[src/rtl/bht_pkg.sv]
// Shared types and helpers for the branch history table predictor.
package bht_pkg;

   // Widest supported counter and PC; cells and requests are sized to these.
   localparam int unsigned BHT_CNT_MAX_W = 4;
   localparam int unsigned BHT_PC_MAX_W  = 64;

   // Resolved-branch update request as it arrives from the resolve stage.
   typedef struct packed {
      logic [BHT_PC_MAX_W-1:0] pc;
      logic                    taken;
   } bht_upd_t;

   // Saturating next count for a w-bit counter held in the low bits of cnt.
   function automatic logic [BHT_CNT_MAX_W-1:0] bht_sat_next(
      input logic [BHT_CNT_MAX_W-1:0] cnt,
      input logic                     up,
      input int unsigned              w
   );
      logic [BHT_CNT_MAX_W-1:0] max_v;
      max_v = BHT_CNT_MAX_W'((1 << w) - 1);
      if (up && (cnt < max_v))
         return cnt + 1'b1;
      else if (!up && (cnt != '0))
         return cnt - 1'b1;
      else
         return cnt;
   endfunction

   // Legal-parameter check used at elaboration time.
   function automatic bit bht_params_ok(
      input int unsigned cnt_w,
      input int unsigned idx_w,
      input int unsigned pc_w,
      input int unsigned init,
      input int unsigned hist_w,
      input int unsigned miss_w
   );
      return (cnt_w >= 1) && (cnt_w <= BHT_CNT_MAX_W) &&
             (idx_w >= 1) && (pc_w >= idx_w + 2) && (pc_w <= BHT_PC_MAX_W) &&
             (init < (1 << cnt_w)) &&
             (hist_w >= 1) && (hist_w <= idx_w) &&
             (miss_w >= 1);
   endfunction

endpackage

[src/rtl/bht_counter_cell.sv]
// One CNT_W-bit saturating counter entry of the branch history table.
module bht_counter_cell
   import bht_pkg::*;
#(
   parameter int unsigned CNT_W = 2,
   parameter int unsigned INIT  = 0
) (
   input  logic             clk,
   input  logic             reset,
   input  logic             en,
   input  logic             up,
   output logic             msb,
   output logic [CNT_W-1:0] cnt
);

   logic [CNT_W-1:0]         r_cnt;
   logic [BHT_CNT_MAX_W-1:0] w_next;
   logic                     w_unused_hi;

   // Next saturating value computed at the package's maximum width.
   always_comb begin
      w_next      = bht_sat_next(BHT_CNT_MAX_W'(r_cnt), up, CNT_W);
      w_unused_hi = ^w_next;
   end

   // Counter state: reset to INIT, otherwise step when enabled.
   always_ff @(posedge clk) begin
      if (!reset)
         r_cnt <= CNT_W'(INIT);
      else if (en)
         r_cnt <= w_next[CNT_W-1:0];
   end

   assign msb = r_cnt[CNT_W-1];
   assign cnt = r_cnt;

endmodule

[src/rtl/bht_predictor.sv]
// Branch history table predictor: combinational lookup, one training
// update per cycle, registered mispredict flag and saturating miss count.
// Optional gshare indexing is enabled by defining BHT_GSHARE_EN.
module bht_predictor
   import bht_pkg::*;
#(
   parameter int unsigned CNT_W  = 2,
   parameter int unsigned IDX_W  = 4,
   parameter int unsigned PC_W   = 32,
   parameter int unsigned INIT   = 0,
   parameter int unsigned HIST_W = 4,
   parameter int unsigned MISS_W = 16
) (
   input  logic              clk,
   input  logic              reset,
   input  logic [PC_W-1:0]   lookup_pc,
   output logic              prediction,
   input  logic              branch,
   input  logic [PC_W-1:0]   update_pc,
   input  logic              taken,
   output logic              mispredict,
   output logic [MISS_W-1:0] miss_count
);

   localparam int unsigned ENTRIES = 1 << IDX_W;
   localparam bit          P_OK    = bht_params_ok(CNT_W, IDX_W, PC_W, INIT, HIST_W, MISS_W);

   typedef logic [IDX_W-1:0] idx_t;

   if (!P_OK) begin : g_bad_params
      $error("bht_predictor: illegal parameter combination");
   end

   bht_upd_t                      w_upd;
   idx_t                          w_hash;
   idx_t                          w_lu_idx;
   idx_t                          w_upd_idx;
   logic                          w_pre_msb;
   logic [ENTRIES-1:0]            w_msb;
   logic [ENTRIES-1:0]            w_en;
   logic [ENTRIES-1:0][CNT_W-1:0] w_cnt;
   logic                          w_unused;

   logic                          r_mispredict;
   logic [MISS_W-1:0]             r_miss;

`ifdef BHT_GSHARE_EN
   logic [HIST_W-1:0]             r_ghr;

   // Global history: shift in each resolved outcome; update index uses the
   // pre-shift value because w_hash is read in the same cycle.
   always_ff @(posedge clk) begin
      if (!reset)
         r_ghr <= '0;
      else if (branch)
         r_ghr <= HIST_W'({r_ghr, taken});
   end

   assign w_hash = IDX_W'(r_ghr);
`else
   assign w_hash = '0;
`endif

   // Index generation for lookup and update, plus the pre-update MSB.
   always_comb begin
      w_upd.pc    = BHT_PC_MAX_W'(update_pc);
      w_upd.taken = taken;
      w_lu_idx    = lookup_pc[IDX_W+1:2] ^ w_hash;
      w_upd_idx   = w_upd.pc[IDX_W+1:2] ^ w_hash;
      w_pre_msb   = w_msb[w_upd_idx];
      prediction  = w_msb[w_lu_idx];
      w_unused    = ^{lookup_pc, w_upd, w_cnt};
   end

   for (genvar i = 0; i < ENTRIES; i++) begin : g_cell
      assign w_en[i] = branch && (w_upd_idx == IDX_W'(i));

      bht_counter_cell #(
         .CNT_W (CNT_W),
         .INIT  (INIT)
      ) u_cell (
         .clk   (clk),
         .reset (reset),
         .en    (w_en[i]),
         .up    (w_upd.taken),
         .msb   (w_msb[i]),
         .cnt   (w_cnt[i])
      );
   end

   // Registered mispredict pulse and saturating mispredict counter.
   always_ff @(posedge clk) begin
      if (!reset) begin
         r_mispredict <= 1'b0;
         r_miss       <= '0;
      end else if (branch) begin
         r_mispredict <= (w_pre_msb != taken);
         if ((w_pre_msb != taken) && (r_miss != '1))
            r_miss <= r_miss + 1'b1;
      end else begin
         r_mispredict <= 1'b0;
      end
   end

   assign mispredict = r_mispredict;
   assign miss_count = r_miss;

endmodule

[config.mk]
export PLATFORM = sky130hd
export DESIGN_NAME = bht_predictor
export DESIGN_NICKNAME = d
export VERILOG_FILES = /design/src/rtl/bht_pkg.sv /design/src/rtl/bht_counter_cell.sv /design/src/rtl/bht_predictor.sv
export SDC_FILE = /design/constraint.sdc
export NUM_CORES = 1
export LEC_CHECK = 0
export ABC_AREA = 1
export CAP_MARGIN = 10
export CORE_ASPECT_RATIO = 1.75
export CORE_MARGIN = 2
export CORE_UTILIZATION = 35
export DETAILED_ROUTE_END_ITERATION = 16
export GPL_TIMING_DRIVEN = 1
export SYNTH_ARGS = -nofsm -noshare
export SYNTH_HDL_FRONTEND = slang
export SYNTH_HIERARCHICAL = 1
export SYNTH_SLANG_ARGS = --single-unit
[constraint.sdc]
create_clock -name clk -period 3.6 [get_ports clk]
set_clock_uncertainty 0.2 [all_clocks]
set_input_delay 0.72 -clock clk [delete_from_list [all_inputs] [get_ports clk]]
set_output_delay 0.72 -clock clk [all_outputs]
set_load 0.02 [all_outputs]
==> out/results.txt, run 1 <==
Status: completed
Crit Path Category: in -> out
DR vias: 3292
CP arrival: 2.58 ns
Final min period: 3.50 ns
I/O pin count: 86
Worst hold path class: reg -> reg
GPL Wtd Cong: 0.885
R2r startpoint: miss_count[0]
Max incr delay on CP: 0.61 ns
Worst EP required: 2.68 ns
Initial antenna violation count: 0
Max-cap violations: 0
CTS tree: built
Vias in the first global route: 3149
Initial Utilization: 0.354
Worst hold slack: 0.275 ns
Cell Pwr Density: 313 nW/um2
Worst Path Buf+Inv: 3
Worst setup path start: lookup_pc[2]
Clk root buf: clkbuf_16
Postcts setup bufs: 0
Max-slew violation count: 0
Top delay family on crit path: buffers and inverters
Worst-path clk slew: 0.06 ns
Startpoint types: input port
TNS Setup: 0 ns
Cell count after synthesis: 555
TritonRoute pass-1 iters: 4
Largest net degree at the start of global routing: 49
Die span in x: 77.5 um
Crit share post-route: 0.972
Vias per inst: 4.61
Final Hold Fails: 0
FILL cells: 976
Post-CTS Resized: 0
Most common cell after layout, fill and taps aside: nand2_1
Final net count: 660
Max frequency: 286 MHz
Die ar.: 10300 um2
Die height: 133 um
Clock Tree Buf Depth: 2
Antenna Cells: 0
First-pass GRT wire length: 13800 um
Clk_lat worst skew: 0.29 ns
Commonest cells after routing, fill and taps aside: nand2_1, nor2_1, inv_1, dfxtp_1, clkdlybuf4s50_1
Number of remaining DRC errors: 0
Unrepaired setup endpoints after global routing: no
Critical-path top delay cell: clkdlybuf4s50_1
Worst VDD drop: 0.225 mV
DRT antenna net count: 0
Clock Sinks: 49
Synth Net Count: 624
Avg WL per Cell: 11.0 um
Final non-filler cell area: 3910 um2
H-tree depth: 2
Final setup vio count: 0
Core Area: 9350 um2
Area post-placement: 3740 um2
Overall power: 1.22 mW
Yosys warns: 6
Rows: 47
Syn Area/Cell: 5.96 um2
Grt total ovfl: 0
Cells along the critical path: clkdlybuf4s50_1 -> buf_4 -> o21ai_0 -> o22ai_1 -> o221ai_1 -> nand2_1 -> clkdlybuf4s50_1
Total Routing Usage GR: 0.163
Hold_sp: g_cell[7].u_cell/cnt[0]
Total leakage power: 1.66 nW
Mapped Area: 3310 um2
Hold buffers post-CTS: 0
Post-Route WL: 7890 um
I/O Buffers: 29
CP dominant cell by count: clkdlybuf4s50_1
DRT iter0 DRCs: 82
Crit. End Element: primary output
Layout cells sized above 1: 0.101
CTS Buf Count: 5
Max FO, Critical Path: 6
Worst-margin pin slew: 0.715 ns
Area delta synth->final: 18.3%
DP HPWL: 5940 um
Slew margin rel.: 0.523
[path summary, 6_finish.rpt]
check                                  to  slack, ns  depth (start not counted)
setup / recovery               prediction       0.10                          7
hold / removal    g_cell[7].u_cell/cnt[0]       0.27                          2
setup reg to reg            miss_count[1]       1.37                          7
hold reg to reg   g_cell[7].u_cell/cnt[0]       0.27                          2
[power breakdown]
group          switching [mW]  total, mW  internal [mW]
clock network           0.207      0.555          0.348
registers             0.00297      0.549          0.546
logic                  0.0799      0.121         0.0411
[layout make-up]
| cell class | instances | area, um2 | area share |
|---|---|---|---|
| clock inverters | 1 | 30.0 | 0.00768 |
| clock buffers | 7 | 143 | 0.0365 |
| flip-flops and latches | 49 | 981 | 0.251 |
| well taps | 122 | 153 | 0.0390 |
| inverters | 102 | 383 | 0.0979 |
| multi-input cells | 398 | 1890 | 0.482 |
| repair buffers | 35 | 335 | 0.0857 |
[sequential cells by signal, indices dropped and copies added (netlist names)]
signal,count
g_cell.u_cell/cnt,32
miss_count,16
mispredict,1
[metrics by stage]
| step | setup WS, ns | utilization | instances |
|---|---|---|---|
| 6_report | 0.101 | 0.418 | 714 |
| 5_1_grt | 0.0325 | 0.418 | 714 |
| 4_1_cts | 0.112 | 0.418 | 714 |
| 3_5_place_dp | 0.115 | 0.400 | 706 |
| 3_3_place_gp | 0.0925 | 0.400 | 706 |
| 2_1_floorplan | 1.07 | - | 555 |
[per-layer routing]
layer,routed length [um],global-route usage,part of all wire,vias up
li1,-,-,-,1739
met1,3300,0.171,0.42,1484
met2,4210,0.313,0.53,58
met3,207,0.0239,0.026,11
met4,170,0.0704,0.022,0
met5,0,0,0,-
[worst min-delay path: cells and delay by family (launching register included)]
family / cells / cell delay (ns)
DFF: 1 / 0.33
and+or+nand+nor: 2 / 0.12
(Power assumes the default switching activity.)
==> run 2, diff against run 1 <==
HOLD_SLACK_MARGIN = 0.03   (was not set)
==> results of run 2 <==
Same layout as run 1: the final DEF is identical, and so are final timing and power.
==> run 3, diff against run 2 <==
--- a/config.mk
+++ b/config.mk
@@ -11,4 +11,5 @@
 export CORE_MARGIN = 2
 export CORE_UTILIZATION = 35
+export CTS_CLUSTER_SIZE = 14
 export DETAILED_ROUTE_END_ITERATION = 16
 export GPL_TIMING_DRIVEN = 1
==> constraint.sdc (replaced) <==
create_clock -name clk -period 3.76 [get_ports clk]
set_clock_uncertainty 0.2 [all_clocks]
set_input_delay 0.564 -clock clk [delete_from_list [all_inputs] [get_ports clk]]
set_output_delay 0.564 -clock clk [all_outputs]
set_load 0.02 [all_outputs]
==> out/results.txt, run 3 (synthesis results as in run 1) <==
I/O pin count: 86
Critical-path top delay cell: clkdlybuf4s50_1
Vias per inst: 4.62
Worst EP required: 3.00 ns
Clk_lat worst skew: 0.30 ns
Slew margin rel.: 0.506
Unrepaired setup endpoints after global routing: no
Die height: 133 um
Area delta synth->final: 17.6%
Max frequency: 305 MHz
Worst hold slack: 0.274 ns
Max incr delay on CP: 0.61 ns
Total leakage power: 1.64 nW
TritonRoute pass-1 iters: 4
CTS tree: built
Final setup vio count: 0
Postcts setup bufs: 0
DRT antenna net count: 0
Final min period: 3.28 ns
Most common cell after layout, fill and taps aside: nand2_1
FILL cells: 994
TNS Setup: 0 ns
Avg WL per Cell: 10.8 um
Largest register FFs: 32
Worst-margin pin slew: 0.739 ns
Number of remaining DRC errors: 0
Register area: 981 um2
Vias in the first global route: 3053
Initial antenna violation count: 0
DP HPWL: 5760 um
Largest net degree at the start of global routing: 27
Crit share post-route: 0.872
Crit Path Category: in -> out
H-tree depth: 2
First-pass GRT wire length: 13300 um
Clock Tree Buf Depth: 2
GPL Wtd Cong: 0.832
CP arrival: 2.51 ns
Hold buffers post-CTS: 0
Startpoint types: input port
Core Area: 9350 um2
Final net count: 657
Grt total ovfl: 0
Rows: 47
Cell Pwr Density: 300 nW/um2
DRT iter0 DRCs: 116
Final Hold Fails: 0
CTS Buf Count: 5
Layout cells sized above 1: 0.0985
Commonest cells after routing, fill and taps aside: nand2_1, nor2_1, inv_1, dfxtp_1, clkdlybuf4s50_1
Placed Cells: 703
Crit. End Element: primary output
Worst Path Buf+Inv: 3
CP dominant cell by count: clkdlybuf4s50_1
Top delay family on crit path: buffers and inverters
Post-Route WL: 7710 um
Worst-path clk slew: 0.07 ns
Initial Utilization: 0.354
Die ar.: 10300 um2
Status: completed
Max-cap violations: 0
Worst hold path class: reg -> reg
Post-CTS Resized: 0
I/O Buffers: 29
Worst VDD drop: 0.239 mV
Max FO, Critical Path: 10
DR vias: 3283
Cells along the critical path: clkdlybuf4s50_1 -> inv_1 -> nor2_1 -> o32ai_1 -> o211ai_1 -> nand2_1 -> clkdlybuf4s50_1
Max-slew violation count: 0
Antenna Cells: 0
Total Routing Usage GR: 0.159
Count of non-filler cells in the finished layout: 711
Die span in x: 77.5 um
Clock Sinks: 49
Clk root buf: clkbuf_16
Multi-input logic area: 1890 um2
[run 3: cell types whose count changed in the layout (fill, tap and decap cells not counted), sizes merged]
cell	previous run	this run
buf	6	3
clkinv	0	1
clkbuf	7	5
clkinvlp	0	1
[run 3: final timing paths]
kind                                          startpoint                       end  slack [ns]  depth (start not counted)
worst max register to register             miss_count[0]             miss_count[9]        1.37                          7
worst max-delay path                        lookup_pc[2]                prediction        0.48                          7
worst min register to register  g_cell[10].u_cell/cnt[0]  g_cell[10].u_cell/cnt[0]        0.27                          2
worst min-delay path            g_cell[10].u_cell/cnt[0]  g_cell[10].u_cell/cnt[0]        0.27                          2
[run 3: layout make-up]
class	instances	share of cell area
multi-input combinational	398	0.485
sequential	49	0.252
inverter	102	0.0985
timing repair buffer	32	0.0805
tap	122	0.0393
clock buffer	5	0.0322
clock inverter	3	0.0119
[run 3: worst min-delay path, stage by stage, from the launching register on]
cell and delay [ns]:
dfxtp_1 0.33, nor2_1 0.05, nor2_1 0.07
[run 3: through the flow]
| step | setup WS (ns) | utilization | total power, mW | area [um2] |
|---|---|---|---|---|
| floorplan | 1.54 | - | 0.606 | 3310 |
| global placement | 0.525 | 0.397 | 0.649 | 3720 |
| detailed placement | 0.498 | 0.397 | 0.651 | 3720 |
| CTS | 0.473 | 0.416 | 1.19 | 3890 |
| global route | 0.355 | 0.416 | 1.22 | 3890 |
| finish | 0.482 | 0.416 | 1.17 | 3890 |
[run 3: routing by layer]
| layer | share of wire | vias up | track usage |
|---|---|---|---|
| li1 | - | 1733 | - |
| met1 | 0.42 | 1465 | 0.173 |
| met2 | 0.51 | 67 | 0.295 |
| met3 | 0.029 | 18 | 0.0211 |
| met4 | 0.036 | 0 | 0.0813 |
| met5 | 0 | - | 0 |
[run 3: power breakdown]
| group | switching, mW | internal [mW] | leakage, nW |
|---|---|---|---|
| Combinational | 0.0752 | 0.0375 | 1.16 |
| Clock | 0.212 | 0.315 | 0.0800 |
| Sequential | 0.00293 | 0.522 | 0.395 |
==> patch 1: new RTL, settings of run 2 <==
The parameter `IDX_W` goes from 4 to 5.
--- a/src/rtl/bht_predictor.sv
+++ b/src/rtl/bht_predictor.sv
@@ -5,7 +5,7 @@
    import bht_pkg::*;
 #(
    parameter int unsigned CNT_W  = 2,
-   parameter int unsigned IDX_W  = 4,
+   parameter int unsigned IDX_W  = 5,
    parameter int unsigned PC_W   = 32,
    parameter int unsigned INIT   = 0,
    parameter int unsigned HIST_W = 4,
Check against the original RTL: not equivalent (Yosys sat finds a counterexample within 4 cycles, from zero or initial values and one cycle with reset low).
==> patch 1 against run 2 <==
Setup slack gained 0.064 ns; non-clock buffer count grew 14; worst hold slack lost 0.0087 ns; first-iteration DRC count grew to 2.7 times the old value; synthesized area grew 69%; sequential cell count grew 32; routed wire length grew 79%; cell area grew 66%; total power grew 69%; largest power group unchanged; highest routed layer unchanged.
==> patch 1: results (changes against run 2) <==
[setup_path]
cp_slowest_stage_delay_ns=0.46  ; was 0.61 ns
r2r-start=miss_count[0]  ; unchanged
critPathMaxFanout=8  ; was 6
cpLargestDelayFamily=buffers and inverters  ; unchanged
r2r_cells=9  ; was 7
crit_start=lookup_pc[2]  ; unchanged
critPathArrivalTime_ns=2.52  ; was 2.58 ns
r2r_slack_ns=1.24  ; was 1.37 ns
slowest_stage=clkdlybuf4s50_1  ; unchanged
r2r-end=miss_count[1]  ; unchanged

[cells_and_area]
largest_reg_flops=64  ; was 32
fillers=1699  ; was 976
nets=1105  ; was 660
layout-drive-gt1-share_pct=9.99  ; was 10.1%
num_antenna_cells=0  ; unchanged

[pwr]
p_leak_uw=0.00282  ; was 0.00166 uW
seqPwrFrac_pct=43.8  ; was 44.8%
power_frac_clock_pct=45.8  ; was 45.3%
top_power_group=clock  ; unchanged
p_int_uw=1510  ; was 935 uW
max-vdd-ir-drop_uv=186  ; was 225 uV

[clocking]
cts_root_buf=clkbuf_16  ; unchanged
h-tree-depth=3  ; was 2
clk_latency_ns=0.35  ; was 0.29 ns
clk_pin_slew_ns=0.06  ; about the same
cts-resized-gates=1  ; was 0
post_cts_buffers=0  ; unchanged
cts.path.max_buffers=2  ; unchanged
cts_made_buffers=9  ; was 5

[global_route]
antenna_found_initial=0  ; unchanged
track_usage_pct=17.2  ; was 16.3%
grt_pass1_vias=5209  ; was 3149
grt_pass1_wl_um=23700  ; was 13800 um
grt_max_degree=64  ; was 49

[routing]
drt-initial-drc-count=223  ; was 82
vias_per_cell=4.57  ; was 4.61
drtPass1Iterations=4  ; unchanged
avgRoutedWirePerCell_um=11.5  ; was 11.0 um

[hold_path]
min_from=g_cell[4].u_cell/cnt[0]  ; was g_cell[7].u_cell/cnt[0]
hold_depth=2  ; unchanged
holdPathEnd=g_cell[4].u_cell/cnt[0]  ; was g_cell[7].u_cell/cnt[0]
hold_path.class=reg -> reg  ; unchanged

[logic_synthesis]
ys_warn_count=6  ; unchanged

[place]
io_buffers=31  ; was 29
dp_hpwl_um=10100  ; was 5940 um
placed_cell_area_mm2=0.00618  ; was 0.00374 mm2
place_congestion=0.902  ; was 0.885

[sta]
tightestPinTransition_ns=0.780  ; was 0.715 ns

[status]
status=finished, final reports clean  ; unchanged

-- patch 1: routing by layer --
metal  routed length (um)  share of wire (%)  up-vias  track usage, %
met5                    0                  0        -               0
met4                  509                3.6        0            8.70
met3                  485                3.4       34            2.66
met2                 7100                 50       92            31.7
met1                 6010                 43     2469            18.8
li1                     -                  -     3024               -
-- patch 1: worst max-delay path by stage --
| stage | endpoint | cells after the start | slack, ns |
|---|---|---|---|
| 4_1_cts | prediction | 8 | 0.18 |
| 3_5_place_dp | prediction | 8 | -0.09 |
| 2_1_floorplan | prediction | 6 | 0.82 |
| 5_1_grt | prediction | 9 | 0.02 |
| 6_report | prediction | 8 | 0.16 |
| 3_3_place_gp | prediction | 8 | -0.09 |
-- patch 1: stage by stage --
step / worst slack (ns) / utilization (%) / hold slack (ns) / cells / total power (uW)
2_1_floorplan: 0.819 / - / 0.240 / 987 / 1050
3_3_place_gp: -0.0910 / 39.3 / 0.253 / 1214 / 1140
3_5_place_dp: -0.0947 / 39.3 / 0.260 / 1214 / 1140
4_1_cts: 0.182 / 41.2 / 0.275 / 1230 / 2100
5_1_grt: 0.0224 / 41.2 / 0.293 / 1230 / 2150
6_report: 0.164 / 41.2 / 0.266 / 1230 / 2060
-- patch 1: worst min-delay path: stages, from the launching register on --
cell,delay (ns)
dfxtp_1,0.32
nor2_1,0.05
nor2_1,0.06
-- patch 1: final cells by class --
| class | instances | area share, % |
|---|---|---|
| inverters | 184 | 10.7 |
| multi-input cells | 711 | 49.3 |
| clock inverters | 6 | 1.06 |
| repair buffers | 49 | 6.71 |
| well taps | 189 | 3.65 |
| flip-flops and latches | 81 | 25.0 |
| clock buffers | 10 | 3.54 |
==> patch 2: new RTL, settings of run 2 <==
Without the edit above. Put a register stage on the output `prediction`, without a reset. The value now appears one clock later. The other outputs are not delayed to match.
--- a/src/rtl/bht_predictor.sv
+++ b/src/rtl/bht_predictor.sv
@@ -26,6 +26,8 @@
    localparam bit          P_OK    = bht_params_ok(CNT_W, IDX_W, PC_W, INIT, HIST_W, MISS_W);
 
    typedef logic [IDX_W-1:0] idx_t;
+
+   logic prediction_d;
 
    if (!P_OK) begin : g_bad_params
       $error("bht_predictor: illegal parameter combination");
@@ -68,7 +70,7 @@
       w_lu_idx    = lookup_pc[IDX_W+1:2] ^ w_hash;
       w_upd_idx   = w_upd.pc[IDX_W+1:2] ^ w_hash;
       w_pre_msb   = w_msb[w_upd_idx];
-      prediction  = w_msb[w_lu_idx];
+      prediction_d = w_msb[w_lu_idx];
       w_unused    = ^{lookup_pc, w_upd, w_cnt};
    end
 
@@ -105,5 +107,9 @@
    assign mispredict = r_mispredict;
    assign miss_count = r_miss;
 
+   always_ff @(posedge clk) begin
+      prediction <= prediction_d;
+   end
+
 endmodule
 
Behaviour: not the same (Yosys sat finds a counterexample within 4 cycles, from zero or initial values and one cycle with reset low).
==> patch 2 against run 2 <==
Utilization rose by 0.50 points; setup slack improved by 0.83 ns; total power rose by 7.6%; sequential cell count grew 1; synthesized cell count rose by 0.18%; routed wire length rose by 0.19%; cell area rose by 1.2%; largest cell class unchanged; first-iteration DRC count grew 3.7%; synthesized area up 0.61%; via count shrank 0.24%; global-route usage fell by 0.38 points.
==> patch 2: results (changes against run 2) <==
[clocking]
clk_latency_ns=0.29  ; about the same
clk_pin_slew_ns=0.07
cts-resized-gates=0  ; unchanged
cts.path.max_buffers=2  ; unchanged
cts_made_buffers=5  ; unchanged
h-tree-depth=2  ; unchanged
post_cts_buffers=0  ; unchanged
cts_root_buf=clkbuf_16  ; unchanged

[cells_and_area]
num_antenna_cells=0  ; unchanged
final_cells=715  ; was 714
largest_reg_flops=32  ; unchanged
layout-drive-gt1-share_pct=10.3  ; was 10.1%
nets=661  ; was 660

[hold_path]
min_from=g_cell[8].u_cell/cnt[0]  ; was g_cell[7].u_cell/cnt[0]
hold_path.class=reg -> reg  ; unchanged
hold_depth=2  ; unchanged
holdPathEnd=g_cell[8].u_cell/cnt[0]  ; was g_cell[7].u_cell/cnt[0]

[routing]
totalWireLength_um=7900  ; was 7890 um
drt-initial-drc-count=85  ; was 82
drtAntennaViolNets=0  ; unchanged
vias=3284  ; was 3292
drtPass1Iterations=4  ; unchanged

[global_route]
grt_max_degree=28  ; was 49
grt_pass1_wl_um=13400  ; was 13800 um
antenna_found_initial=0  ; unchanged
grt_pass1_vias=3093  ; was 3149
track_usage_pct=15.9  ; was 16.3%

[setup_path]
critPathArrivalTime_ns=2.61  ; was 2.58 ns
critPathMaxFanout=19  ; was 6
slowest_stage=clkdlybuf4s50_1  ; unchanged
r2r_slack_ns=1.32  ; was 1.37 ns
r2r_cells=7  ; unchanged
crit_start=update_pc[2]  ; was lookup_pc[2]
r2r-end=miss_count[14]  ; was miss_count[1]
cpLargestDelayFamily=simple AND/OR/NAND/NOR gates  ; was buffers and inverters
r2r-start=miss_count[0]  ; unchanged
cp_slowest_stage_delay_ns=0.45  ; was 0.61 ns

[place]
io_buffers=29  ; unchanged
dp_hpwl_um=5850  ; was 5940 um
place_congestion=0.892  ; was 0.885
place_inst=707  ; was 706

[sta]
maxSlewHeadroom_pct=52.2  ; was 52.3%

[pwr]
netSwitchingFraction_pct=22.9  ; was 23.7%
p_leak_uw=0.00168  ; was 0.00166 uW
max-vdd-ir-drop_uv=172  ; was 225 uV

[logic_synthesis]
ys_warn_count=6  ; unchanged
synthCells=556  ; was 555
synth.net_count=625  ; was 624

[status]
status=finished, final reports clean  ; unchanged

-- patch 2: stage by stage --
stage	util, %	setup slack (ns)	hold slack (ns)	instance area (um2)
final	42.3	0.930	0.273	3960
after global routing	42.3	0.777	0.298	3960
after global placement	40.2	0.630	0.250	3760
after floorplan	-	1.48	0.240	3330
after detailed placement	40.2	0.618	0.261	3760
after CTS	42.3	0.929	0.279	3960
-- patch 2: area by class of cell --
cell class	count	area, um2
Clock inverter	2	60.1
Multi-Input combinational cell	398	1890
Tap cell	122	153
Sequential cell	50	1000
Fill cell	972	5390
Clock buffer	6	139
Timing Repair Buffer	35	335
Inverter	102	383
-- patch 2: layer usage --
metal / part of all wire, % / vias to the layer above / GRT usage (%)
met5: 0 / - / 0
met4: 2.3 / 0 / 6.15
met3: 2.7 / 13 / 2.80
met2: 52 / 61 / 29.2
met1: 43 / 1465 / 17.8
li1: - / 1745 / -
-- patch 2: worst max-delay path by stage --
stage                     slack [ns]              to
after global placement          0.63   miss_count[9]
after floorplan                 1.48   miss_count[9]
after detailed placement        0.62   miss_count[9]
after global routing            0.78  miss_count[15]
final                           0.93  miss_count[14]
after CTS                       0.93  miss_count[15]
-- patch 2: power groups by stage --
| stage | Combinational [uW] | Clock (uW) | Sequential [uW] |
|---|---|---|---|
| final | 122 | 634 | 561 |
| after CTS | 123 | 656 | 561 |
| after floorplan | 68.7 | 0 | 577 |
| after detailed placement | 123 | 0 | 574 |
| after global routing | 138 | 673 | 561 |
| after global placement | 120 | 0 | 574 |
-- patch 2: worst min-delay path, cell delays in order, from the launching register on --
cell	delay, ns
dfxtp_1	0.33
nor2_1	0.04
nor2_1	0.07
